===== src/rtl/sumador_seq.sv =====
// Lane-serial vector add over one shared W-bit sumador; done at cycle LANES+2 after start, no backpressure (start ignored unless idle).
// Optional SUMADOR_SEQ_OVF_EN adds a sticky per-operation carry-out flag on port ovf.
module sumador_seq #(
    parameter int LANES = 4,
    parameter int W     = 12
) (
    input  logic                 clk,
    input  logic                 rst,
    input  logic                 start,
    input  logic [LANES*W-1:0]   a_vec,
    input  logic [LANES*W-1:0]   b_vec,
    output logic [W-1:0]         add_a,
    output logic [W-1:0]         add_b,
    input  logic [W-1:0]         add_c,
    output logic                 busy,
    output logic                 done,
    output logic [LANES*W-1:0]   c_vec
`ifdef SUMADOR_SEQ_OVF_EN
    ,
    output logic                 ovf
`endif
);

    localparam int CW = (LANES > 1) ? $clog2(LANES) : 1;
    localparam logic [CW-1:0] LAST_LANE = CW'(LANES - 1);

    localparam logic [1:0] S_IDLE = 2'd0;
    localparam logic [1:0] S_LOAD = 2'd1;
    localparam logic [1:0] S_RUN  = 2'd2;
    localparam logic [1:0] S_DONE = 2'd3;

    logic [1:0]         state;
    logic [CW-1:0]      cnt;
    logic [LANES*W-1:0] op_a;
    logic [LANES*W-1:0] op_b;
    logic [LANES*W-1:0] work;
    logic [LANES*W-1:0] work_nxt;
    logic               last;

    assign last = (cnt == LAST_LANE);
    assign busy = (state == S_LOAD) || (state == S_RUN);
    assign done = (state == S_DONE);

    // Operands go straight from the capture registers to the shared adder.
    always_comb begin
        add_a = '0;
        add_b = '0;
        if (state == S_RUN) begin
            add_a = op_a[cnt*W +: W];
            add_b = op_b[cnt*W +: W];
        end
    end

    always_comb begin
        work_nxt = work;
        work_nxt[cnt*W +: W] = add_c;
    end

    // c_vec is loaded on the edge entering DONE so it is already valid while done is high.
    always_ff @(posedge clk or posedge rst) begin
        if (rst) begin
            state <= S_IDLE;
            cnt   <= '0;
            op_a  <= '0;
            op_b  <= '0;
            work  <= '0;
            c_vec <= '0;
        end else begin
            case (state)
                S_IDLE: begin
                    if (start) begin
                        op_a  <= a_vec;
                        op_b  <= b_vec;
                        state <= S_LOAD;
                    end
                end
                S_LOAD: begin
                    cnt   <= '0;
                    state <= S_RUN;
                end
                S_RUN: begin
                    work <= work_nxt;
                    if (last) begin
                        c_vec <= work_nxt;
                        state <= S_DONE;
                    end else begin
                        cnt <= cnt + 1'b1;
                    end
                end
                default: begin
                    state <= S_IDLE;
                end
            endcase
        end
    end

`ifdef SUMADOR_SEQ_OVF_EN
    logic [W:0] lane_sum;

    assign lane_sum = {1'b0, add_a} + {1'b0, add_b};

    always_ff @(posedge clk or posedge rst) begin
        if (rst) begin
            ovf <= 1'b0;
        end else if (state == S_LOAD) begin
            ovf <= 1'b0;
        end else if ((state == S_RUN) && lane_sum[W]) begin
            ovf <= 1'b1;
        end
    end
`endif

endmodule

===== config.mk =====
export PLATFORM = sky130hd
export DESIGN_NAME = sumador_seq
export DESIGN_NICKNAME = d
export VERILOG_FILES = /design/src/rtl/sumador_seq.sv
export SDC_FILE = /design/constraint.sdc
export NUM_CORES = 1
export LEC_CHECK = 0
export ABC_AREA = 1
export ABC_CLOCK_PERIOD_IN_PS = 7900
export BUFFER_PORTS_ARGS = -buffer_cell sky130_fd_sc_hd__clkbuf_2
export CAP_MARGIN = 20
export CELL_PAD_IN_SITES_DETAIL_PLACEMENT = 0
export CELL_PAD_IN_SITES_GLOBAL_PLACEMENT = 1
export CORE_MARGIN = 5
export CORE_UTILIZATION = 41
export DETAILED_ROUTE_END_ITERATION = 16
export GPL_TIMING_DRIVEN = 1
export MAX_ROUTING_LAYER = met4
export PLACE_DENSITY_LB_ADDON = 0.1
export REMOVE_ABC_BUFFERS = 1
export SETUP_SLACK_MARGIN = 0.05
export SYNTH_ARGS = -nofsm -noshare
export SYNTH_HDL_FRONTEND = slang
export SYNTH_SLANG_ARGS = --single-unit

===== constraint.sdc =====
create_clock -name clk -period 7.9 [get_ports clk]
set_input_delay 1.185 -clock clk [delete_from_list [all_inputs] [get_ports clk]]
set_output_delay 1.185 -clock clk [all_outputs]
set_load 0.03 [all_outputs]

==> reports/summary.txt, run 1 <==
Grt met2 use: 0.302
Area growth, synth to finish: 17.1%
Hpwl dp: 16,300 um
Fin. Hold Viols: 0
Minimum clock period: 3720 ps
DR iter-0 viols: 468
Hold/Removal Path Class: reg -> reg
GRT overflow: 0
# hold bufs at CTS: 0
Initial antenna violation count: 0
Clock Tree Root: clkbuf_16
Setup crit end kind: output pin
N_diodes: 0
Setup CP Type: reg -> out
Chip height: 161 um
HP Start: c_vec[47]$_DFFE_PP0P_
Final Hold Slack: 478 ps
Die Wd: 161 um
Pleak: 0.00553 uW
Vias in the first global route: 7,683
Clock tree from TritonCTS: built
Clock latency on the worst-skew pair: 430 ps
Die area: 26,100 um^2
EDFF count, synth: 0
Antenna Nets Post-Route: 0
CP Data Arrival Time: 2530 ps
Layout cell share with drive strength beyond 1: 0.231
Cell with the most instances after synthesis: nand2_1
Number of gates resized after CTS: 0
Starting density of the core: 0.415
Met1 Use GR: 0.265
Syn_area_per_cell: 8.29 um^2
Most Used Layer, Global Route: met2
DR pass1 iterations: 5
Filler Cell Count: 2,286
# rows: 55
WHS Endpoint: c_vec[47]$_DFFE_PP0P_
DR vias: 7,829
CTS Buf Count: 17
CTS Buffer Depth: 2
Synth Flop Type: dfrtp_1
XOR/XNOR share of the synthesized area: 0
Adder-cell share of the synthesized area: 0.0133
H-tree depth: 4
PwrDens: 417 nW/um^2
Overall global routing resource usage: 0.195
Global placer's final weighted congestion: 0.861
Final slew viol count: 0
Worst R2R Start: cnt[1]$_DFFE_PP0P_
I/O Buffers: 184
Area share of the largest cell type after synthesis: 0.522
Worst flop-to-flop path endpoint: c_vec[14]$_DFFE_PP0P_
Clk slew on worst S/H paths: 70 ps
Final #Nets: 1,394
Main combinational cell family by area after synthesis: simple AND/OR/NAND/NOR gates
Seq cells post-synth: 196
Max-Cap Viols: 0
Status: complete, no violations
Drc violations: 0
GR Util met3: 0.0434
RSZ-0062 raised after global routing: false
Worst reg-to-reg path cell count: 9
Yosys top cell by area: dfrtp_1
Simple-gate share of the synthesized area: 0.236
Core Area: 22,600 um^2
First-pass GRT wire length: 40,100 um
Final worst path period share: 0.471
Largest net degree at the start of global routing: 131
Peak VDD IR: 0.000153 V
Hold Path Cell Cnt: 2
Achievable Freq: 269 MHz
Post-Synthesis Cells: 1,134
R2R setup slack: 4370 ps
Top cells by area, synth: dfrtp_1, nand2_1, mux2_2
Setup Fix Bufs, Post-CTS: 0
CTS sink count: 196
# setup viols final: 0
Fin Setup TNS: 0 ps
Yosys cell types: 25
Synthesized cell area: 9400 um^2
Vias per Instance: 4.98
Ys Warns: 0
CP startpoint kind: flop
Seq/Total Area, Yosys: 0.522
Final Util: 0.486
Mux share of post-synthesis cell area: 0.0599
Async S/R FF share, synth: 1.00
Worst-path fanout max: 102
Worst clock skew: 10.5 ps
Routed WL per cell: 15.4 um
DRT Wirelength: 24,100 um
Synth Area in Compound Gates: 0.106
# IOs: 185
Worst-margin pin slew: 1030 ps
Max_slew headroom: 0.316
Synth cell count leaders: nand2_1, dfrtp_1, nor2_1, a21oi_1, nand3_1
WP data required: 6710 ps
==> worst max path at each step <==
stage,startpoint,end,slack (ps),depth (start not counted)
floorplan,rst,c_vec[0]$_DFFE_PP0P_,1370,1
global placement,cnt[1]$_DFFE_PP0P_,c_vec[13]$_DFFE_PP0P_,4440,9
detailed placement,cnt[1]$_DFFE_PP0P_,c_vec[14]$_DFFE_PP0P_,4370,9
CTS,cnt[0]$_DFFE_PP0P_,add_a[11],4080,6
global route,cnt[0]$_DFFE_PP0P_,add_b[11],3920,6
finish,cnt[0]$_DFFE_PP0P_,add_a[11],4180,6
==> logic make-up (layout without fill, tap and decap cells) <==
logic type / Yosys count / after routing
multiplexers: 50 / 50
AND/OR/NAND/NOR: 553 / 553
adder cells (fa/ha/maj): 10 / 10
buffers and inverters: 146 / 298
AO/OA/AOI/OAI: 179 / 179
flip-flops: 196 / 196
==> area by class of cell <==
type / count / area (um^2) / area share
repair buffers: 191 / 986 / 0.0896
multi-input cells: 792 / 3910 / 0.355
well taps: 285 / 357 / 0.0324
inverters: 75 / 289 / 0.0263
clock buffers: 19 / 443 / 0.0402
clock inverters: 13 / 114 / 0.0103
flip-flops and latches: 196 / 4910 / 0.446
==> per-stage QoR <==
stage	setup WS, ps	instance area (um^2)	total power, uW	instances
after floorplan	1370	9080	3210	1063
after detailed placement	4370	10500	3800	1539
after global routing	3920	11000	4990	1571
after global placement	4440	10400	3780	1538
after CTS	4080	11000	4650	1571
final	4180	11000	4590	1571
==> sequential cells by signal (all words and copies together), names as in the netlist <==
signal  cells
work       48
c_vec      48
op_a       48
cnt         2
op_b       48
state       2
==> routing by layer <==
metal / up-vias / wire (um)
met5: - / 0
met3: 13 / 1400
met2: 201 / 11200
met1: 3641 / 11300
met4: 0 / 271
li1: 3974 / -
==> report_power, final <==
group | internal (uW) | switching (uW) | total (uW)
clock | 422 | 413 | 835
sequential | 1430 | 233 | 1670
combinational | 667 | 1420 | 2090
total | 2520 | 2070 | 4590
==> layout by cell type, fill, tap and decap left out, types with 3 or more instances in the layout <==
| cell | instances |
|---|---|
| nand2_1 | 352 |
| clkinv_4 | 3 |
| nor2_2 | 6 |
| a21oi_1 | 94 |
| mux2_2 | 50 |
| ha_1 | 9 |
| inv_1 | 64 |
| o211ai_1 | 22 |
| nand3_1 | 85 |
| a31oi_1 | 32 |
| inv_6 | 3 |
| clkbuf_16 | 17 |
| clkbuf_2 | 184 |
| inv_8 | 4 |
| inv_2 | 10 |
| nor2_1 | 103 |
| dfrtp_1 | 194 |
| buf_4 | 6 |
| o21ai_0 | 27 |
| clkinvlp_4 | 3 |
==> worst max-delay path, stage by stage (launching register included) <==
cell and delay [ps]:
dfrtp_4 510, buf_4 730, nor2_1 100, nor2_1 150, o21ai_0 130, a21oi_1 190, clkbuf_2 230
Power figures use the tool's default switching activity.
==> inputs of run 2 (changes only) <==
--- a/config.mk
+++ b/config.mk
@@ -5,14 +5,14 @@
 export SDC_FILE = /design/constraint.sdc
 export NUM_CORES = 1
 export LEC_CHECK = 0
-export ABC_AREA = 1
-export ABC_CLOCK_PERIOD_IN_PS = 7900
+export ABC_AREA = 0
+export ABC_CLOCK_PERIOD_IN_PS = 3070
 export BUFFER_PORTS_ARGS = -buffer_cell sky130_fd_sc_hd__clkbuf_2
 export CAP_MARGIN = 20
 export CELL_PAD_IN_SITES_DETAIL_PLACEMENT = 0
 export CELL_PAD_IN_SITES_GLOBAL_PLACEMENT = 1
 export CORE_MARGIN = 5
-export CORE_UTILIZATION = 41
+export CORE_UTILIZATION = 40
 export DETAILED_ROUTE_END_ITERATION = 16
 export GPL_TIMING_DRIVEN = 1
 export MAX_ROUTING_LAYER = met4
==> constraint.sdc (replaced) <==
create_clock -name clk -period 3.07 [get_ports clk]
set_input_delay 0.4605 -clock clk [delete_from_list [all_inputs] [get_ports clk]]
set_output_delay 0.4605 -clock clk [all_outputs]
set_load 0.03 [all_outputs]
==> reports/summary.txt, run 2 <==
Fin area: 10,900 um^2 (was 11,000 um^2)
Vias per Instance: 5.36 (was 4.98)
PwrDens: 1160 nW/um^2 (was 417 nW/um^2)
Antenna Nets Post-Route: 0 (unchanged)
Async S/R FF share, synth: 1.00 (unchanged)
Starting density of the core: 0.404 (was 0.415)
Worst-margin pin slew: 800 ps (was 1030 ps)
Ys Warns: 0 (unchanged)
DP Area: 10,300 um^2 (was 10,500 um^2)
Filler Cell Count: 2,099 (was 2,286)
CP Data Arrival Time: 2410 ps (was 2530 ps)
I/O Buffers: 184 (unchanged)
Clock Tree Root: clkbuf_16 (unchanged)
Status: complete, no violations (unchanged)
EDFF count, synth: 0 (unchanged)
Chip height: 161 um (about the same)
WP data required: 2610 ps (was 6710 ps)
Drc violations: 0 (unchanged)
Final slew viol count: 0 (unchanged)
Most common cell after layout, fill and taps aside: dfrtp_1 (was nand2_1)
Largest net degree at the start of global routing: 103 (was 131)
Syn_area_per_cell: 12.4 um^2 (was 8.29 um^2)
Area growth, synth to finish: 20.0% (was 17.1%)
Clock tree from TritonCTS: built (unchanged)
DR iter-0 viols: 289 (was 468)
Fin. Hold Viols: 0 (unchanged)
Placed Cells: 1,169 (was 1,539)
# IOs: 185 (unchanged)
# hold bufs at CTS: 0 (unchanged)
Yosys top cell by area: dfrtp_1 (unchanged)
Number of gates resized after CTS: 0 (unchanged)
First-pass GRT wire length: 38,500 um (was 40,100 um)
Die Wd: 161 um (about the same)
Hpwl dp: 16,500 um (was 16,300 um)
Final #Nets: 1,024 (was 1,394)
# setup viols final: 0 (unchanged)
Setup crit end kind: output pin (unchanged)
Sequential Area: 4910 um^2 (about the same)
Top cells by area, synth: dfrtp_1, mux2_2, mux4_2 (was dfrtp_1, nand2_1, mux2_2)
Synth cell count leaders: dfrtp_1, mux2_2, nor2_1, nand2_1, and2_1 (was nand2_1, dfrtp_1, nor2_1, a21oi_1, nand3_1)
Minimum clock period: 2870 ps
GRT overflow: 0 (unchanged)
Synthesized cell area: 9120 um^2 (was 9400 um^2)
Synth Flop Type: dfrtp_1 (unchanged)
Setup Fix Bufs, Post-CTS: 0 (unchanged)
Cell with the most instances after synthesis: dfrtp_1 (was nand2_1)
N_diodes: 0 (unchanged)
Worst-path fanout max: 46 (was 102)
Finished Layout Cells: 1,201 (was 1,571)
Seq cells post-synth: 196 (unchanged)
Peak VDD IR: 0.000430 V (was 0.000153 V)
Post-Synthesis Cells: 735 (was 1,134)
CTS Buf Count: 17 (unchanged)
Final Util: 0.485 (was 0.486)
Max_slew headroom: 0.461 (was 0.316)
RSZ-0062 raised after global routing: false (unchanged)
# rows: 55 (unchanged)
Worst clock skew: 12.1 ps (was 10.5 ps)
Core Area: 22,600 um^2 (about the same)
H-tree depth: 4 (unchanged)
Pleak: 0.00497 uW (was 0.00553 uW)
Routed WL per cell: 19.8 um (was 15.4 um)
CTS Buffer Depth: 2 (unchanged)
CP startpoint kind: flop (unchanged)
DR pass1 iterations: 4 (was 5)
Hold/Removal Path Class: in -> async (was reg -> reg)
Max-Cap Viols: 0 (unchanged)
Area share of the largest cell type after synthesis: 0.538 (was 0.522)
Achievable Freq: 348 MHz
Final worst path period share: 0.936
Yosys cell types: 51 (was 25)
DRT Wirelength: 23,800 um (was 24,100 um)
Clk slew on worst S/H paths: 80 ps (was 70 ps)
Most used cells in the layout excluding fill and tap cells: dfrtp_1, clkbuf_2, mux2_2 (was nand2_1, dfrtp_1, clkbuf_2)
Global placer's final weighted congestion: 0.818 (was 0.861)
Setup CP Type: reg -> out (unchanged)
Area of the multi-input gates: 3920 um^2 (was 3910 um^2)
Seq/Total Area, Yosys: 0.538 (was 0.522)
Vias in the first global route: 7,026 (was 7,683)
Layout cell share with drive strength beyond 1: 0.406 (was 0.231)
DR vias: 6,436 (was 7,829)
Overall global routing resource usage: 0.192 (was 0.195)
Initial antenna violation count: 0 (unchanged)
Die area: 25,900 um^2 (was 26,100 um^2)
CTS sink count: 196 (unchanged)
Clock latency on the worst-skew pair: 440 ps (was 430 ps)
run 2: through the flow:
stage | worst slack (ps) | power (uW) | hold WS, ps | TNS, ps
global placement | 459 | 10200 | 455 | 0
global route | 67.5 | 13600 | 212 | 0
CTS | 175 | 12900 | 173 | 0
floorplan | -2730 | 8680 | 439 | -600410
finish | 197 | 12700 | 119 | 0
detailed placement | 453 | 10500 | 457 | 0
run 2: worst max-delay path, stage by stage, from the launching register on:
cell and delay, ps:
dfrtp_2 370, buf_4 630, mux4_2 590, and2_1 180
clkbuf_2 190
run 2: area by class of cell:
class,instances,share of cell area
Timing Repair Buffer,202,0.0988
Clock inverter,15,0.0186
Tap cell,285,0.0326
Multi-Input combinational cell,476,0.358
Sequential cell,196,0.448
Inverter,10,0.00412
Clock buffer,17,0.0389
run 2: final timing paths:
kind	from	to	slack [ps]	depth (start not counted)
max	cnt[0]$_DFFE_PP0P_	add_a[10]	200	4
max reg2reg	cnt[1]$_DFFE_PP0P_	c_vec[39]$_DFFE_PP0P_	480	6
min in group clk	b_vec[46]	op_b[46]$_DFFE_PP0P_	250	2
min reg2reg	work[5]$_DFFE_PP0P_	work[5]$_DFFE_PP0P_	480	2
max in group asynchronous	rst	c_vec[46]$_DFFE_PP0P_	2120	3
min	rst	op_a[29]$_DFFE_PP0P_	120	2
run 2: metal layers:
metal | global-route usage | share of wire | up-vias
li1 | - | - | 3003
met4 | 0.0465 | 0.013 | 0
met3 | 0.0528 | 0.062 | 22
met1 | 0.242 | 0.43 | 3261
met2 | 0.312 | 0.49 | 150
met5 | - | 0 | -
run 2: where the power goes:
group | total, uW | leakage [uW] | switching [uW] | internal [uW]
sequential | 4480 | 0.00237 | 658 | 3820
combinational | 5840 | 0.00228 | 3480 | 2360
clock | 2390 | 0.000308 | 1140 | 1260
run 2: logic make-up (layout without fill, tap and decap cells):
kind of cell    Yosys count  after routing  synth area share
mux                     132            132             0.191
xor+xnor                  2              2           0.00398
compound gates          142            142             0.115
buf+inv                  63            244            0.0328
flops                   196            196             0.538
simple gates            190            190             0.105
fa+ha+maj                10             10            0.0137
==> inputs of run 3 (changes only) <==
--- a/config.mk
+++ b/config.mk
@@ -16,7 +16,7 @@
 export DETAILED_ROUTE_END_ITERATION = 16
 export GPL_TIMING_DRIVEN = 1
 export MAX_ROUTING_LAYER = met4
-export PLACE_DENSITY_LB_ADDON = 0.1
+export PLACE_DENSITY = 0.8
 export REMOVE_ABC_BUFFERS = 1
 export SETUP_SLACK_MARGIN = 0.05
 export SYNTH_ARGS = -nofsm -noshare
==> reports/summary.txt, run 3 (synthesized netlist as in run 2, its figures left out) <==
Area of the multi-input gates: 3920 um^2 (unchanged)
R2R setup slack: 550 ps (was 480 ps)
Vias per Instance: 5.40 (was 5.36)
Sequential Area: 4910 um^2 (unchanged)
I/O Buffers: 184 (unchanged)
Layout cell share with drive strength beyond 1: 0.406 (about the same)
Grt met2 use: 0.290 (was 0.312)
Sw power: 5220 uW (was 5270 uW)
WP data required: 2610 ps (about the same)
Overall global routing resource usage: 0.184 (was 0.192)
Worst clock skew: 15.1 ps (was 12.1 ps)
Largest net degree at the start of global routing: 79 (was 103)
Worst flop-to-flop path endpoint: c_vec[17]$_DFFE_PP0P_ (was c_vec[39]$_DFFE_PP0P_)
Final Util: 0.485 (unchanged)
GRT overflow: 0 (unchanged)
Fin Setup TNS: 0 ps (unchanged)
Clock Tree Root: clkbuf_16 (unchanged)
DRT Wirelength: 22,900 um (was 23,800 um)
Number of gates resized after CTS: 0 (unchanged)
# setup viols final: 0 (unchanged)
H-tree depth: 4 (unchanged)
Chip height: 161 um (unchanged)
Final slew viol count: 0 (unchanged)
Setup crit end kind: output pin (unchanged)
Cell internal pwr: 7300 uW (was 7450 uW)
PwrDens: 1140 nW/um^2 (was 1160 nW/um^2)
Global placer's final weighted congestion: 0.834 (was 0.818)
Die Wd: 161 um (unchanged)
Final Hold Slack: 101 ps (was 119 ps)
Minimum clock period: 2860 ps (was 2870 ps)
First-pass GRT wire length: 37,100 um (was 38,500 um)
Finished Layout Cells: 1,204 (was 1,201)
GR Util met3: 0.0597 (was 0.0528)
CP startpoint kind: flop (unchanged)
RSZ-0062 raised after global routing: false (unchanged)
# hold bufs at CTS: 0 (unchanged)
Most Used Layer, Global Route: met2 (unchanged)
Routed WL per cell: 19.0 um (was 19.8 um)
Final #Nets: 1,026 (was 1,024)
Setup CP Type: reg -> out (unchanged)
Worst-margin pin slew: 750 ps (was 800 ps)
Clock latency on the worst-skew pair: 440 ps (about the same)
Placed Cells: 1,171 (was 1,169)
Clk slew on worst S/H paths: 80 ps (about the same)
Starting density of the core: 0.404 (unchanged)
Most used cells in the layout excluding fill and tap cells: dfrtp_1, clkbuf_2, mux2_2 (unchanged)
Final worst path period share: 0.932 (was 0.936)
CTS sink count: 196 (unchanged)
Sequential share of power: 0.357 (was 0.352)
Peak VDD IR: 0.000583 V (was 0.000430 V)
Drc violations: 0 (unchanged)
DP Area: 10,300 um^2 (about the same)
Status: complete, no violations (unchanged)
Worst R2R Start: cnt[0]$_DFFE_PP0P_ (was cnt[1]$_DFFE_PP0P_)
Fin area: 10,900 um^2 (unchanged)
Sw frac: 0.417 (was 0.415)
CTS Buf Count: 17 (unchanged)
CTS Buffer Depth: 2 (unchanged)
Worst-path fanout max: 46 (unchanged)
Hpwl dp: 15,900 um (was 16,500 um)
Clock network power share: 0.181 (was 0.188)
Filler Cell Count: 2,035 (was 2,099)
Gate power share: 0.463 (was 0.459)
Worst reg-to-reg path cell count: 6 (unchanged)
DR pass1 iterations: 4 (unchanged)
# rows: 55 (unchanged)
Die area: 25,900 um^2 (unchanged)
Vias in the first global route: 6,826 (was 7,026)
Clock tree from TritonCTS: built (unchanged)
# IOs: 185 (unchanged)
Setup Fix Bufs, Post-CTS: 0 (unchanged)
Met1 Use GR: 0.235 (was 0.242)
Pleak: 0.00496 uW (was 0.00497 uW)
Core Area: 22,600 um^2 (unchanged)
CP Data Arrival Time: 2400 ps (was 2410 ps)
Area growth, synth to finish: 20.0% (unchanged)
Achievable Freq: 349 MHz (was 348 MHz)
DR iter-0 viols: 428 (was 289)
DR vias: 6,506 (was 6,436)
Fin. Hold Viols: 0 (unchanged)
Most common cell after layout, fill and taps aside: dfrtp_1 (unchanged)
Hold/Removal Path Class: in -> async (unchanged)
Max_slew headroom: 0.500 (was 0.461)
Antenna Nets Post-Route: 0 (unchanged)
Max-Cap Viols: 0 (unchanged)
Initial antenna violation count: 1 (was 0)
## run 3: cell types whose count changed in the layout (fill, tap and decap cells not counted), sizes merged
cell | before | now
clkbuf | 201 | 202
diode | 0 | 1
inv | 19 | 20
bufinv | 2 | 0
buf | 18 | 20
## run 3: critical path, cell delays in order, from the launching register on
cell and delay [ps]:
dfrtp_2 370, buf_4 610, mux4_2 630, and2_1 170
clkbuf_2 180
## run 3: area by class of cell
class | count | share of cell area
Inverter | 10 | 0.00412
Timing Repair Buffer | 204 | 0.102
Clock inverter | 14 | 0.0144
Sequential cell | 196 | 0.448
Clock buffer | 18 | 0.0392
Antenna cell | 1 | 0.000229
Tap cell | 285 | 0.0326
Multi-Input combinational cell | 476 | 0.358
## run 3: layer usage
layer	share of wire	up-vias
met5	0	-
met4	0.011	0
met3	0.080	17
met2	0.47	211
met1	0.44	3271
li1	-	3007
## run 3: stage by stage
step | power (uW) | worst slack, ps
after global routing | 13300 | 76.8
after detailed placement | 10400 | 572
after CTS | 12700 | 161
final | 12500 | 208
after global placement | 10200 | 612
after floorplan | 8680 | -2730
## run 3: worst max path at each step
stage,to,startpoint
finish,add_a[6],cnt[0]$_DFFE_PP0P_
global route,add_a[6],cnt[0]$_DFFE_PP0P_
CTS,add_a[6],cnt[0]$_DFFE_PP0P_
detailed placement,c_vec[17]$_DFFE_PP0P_,cnt[0]$_DFFE_PP0P_
global placement,c_vec[18]$_DFFE_PP0P_,cnt[0]$_DFFE_PP0P_
floorplan,c_vec[0]$_DFFE_PP0P_,rst
## run 3: power by group through the flow
stage	sequential (uW)	clock, uW	combinational [uW]
2_1_floorplan	5090	0	3590
3_3_place_gp	4470	0	5780
3_5_place_dp	4520	0	5860
4_1_cts	4470	2320	5870
5_1_grt	4620	2440	6280
6_report	4470	2260	5790
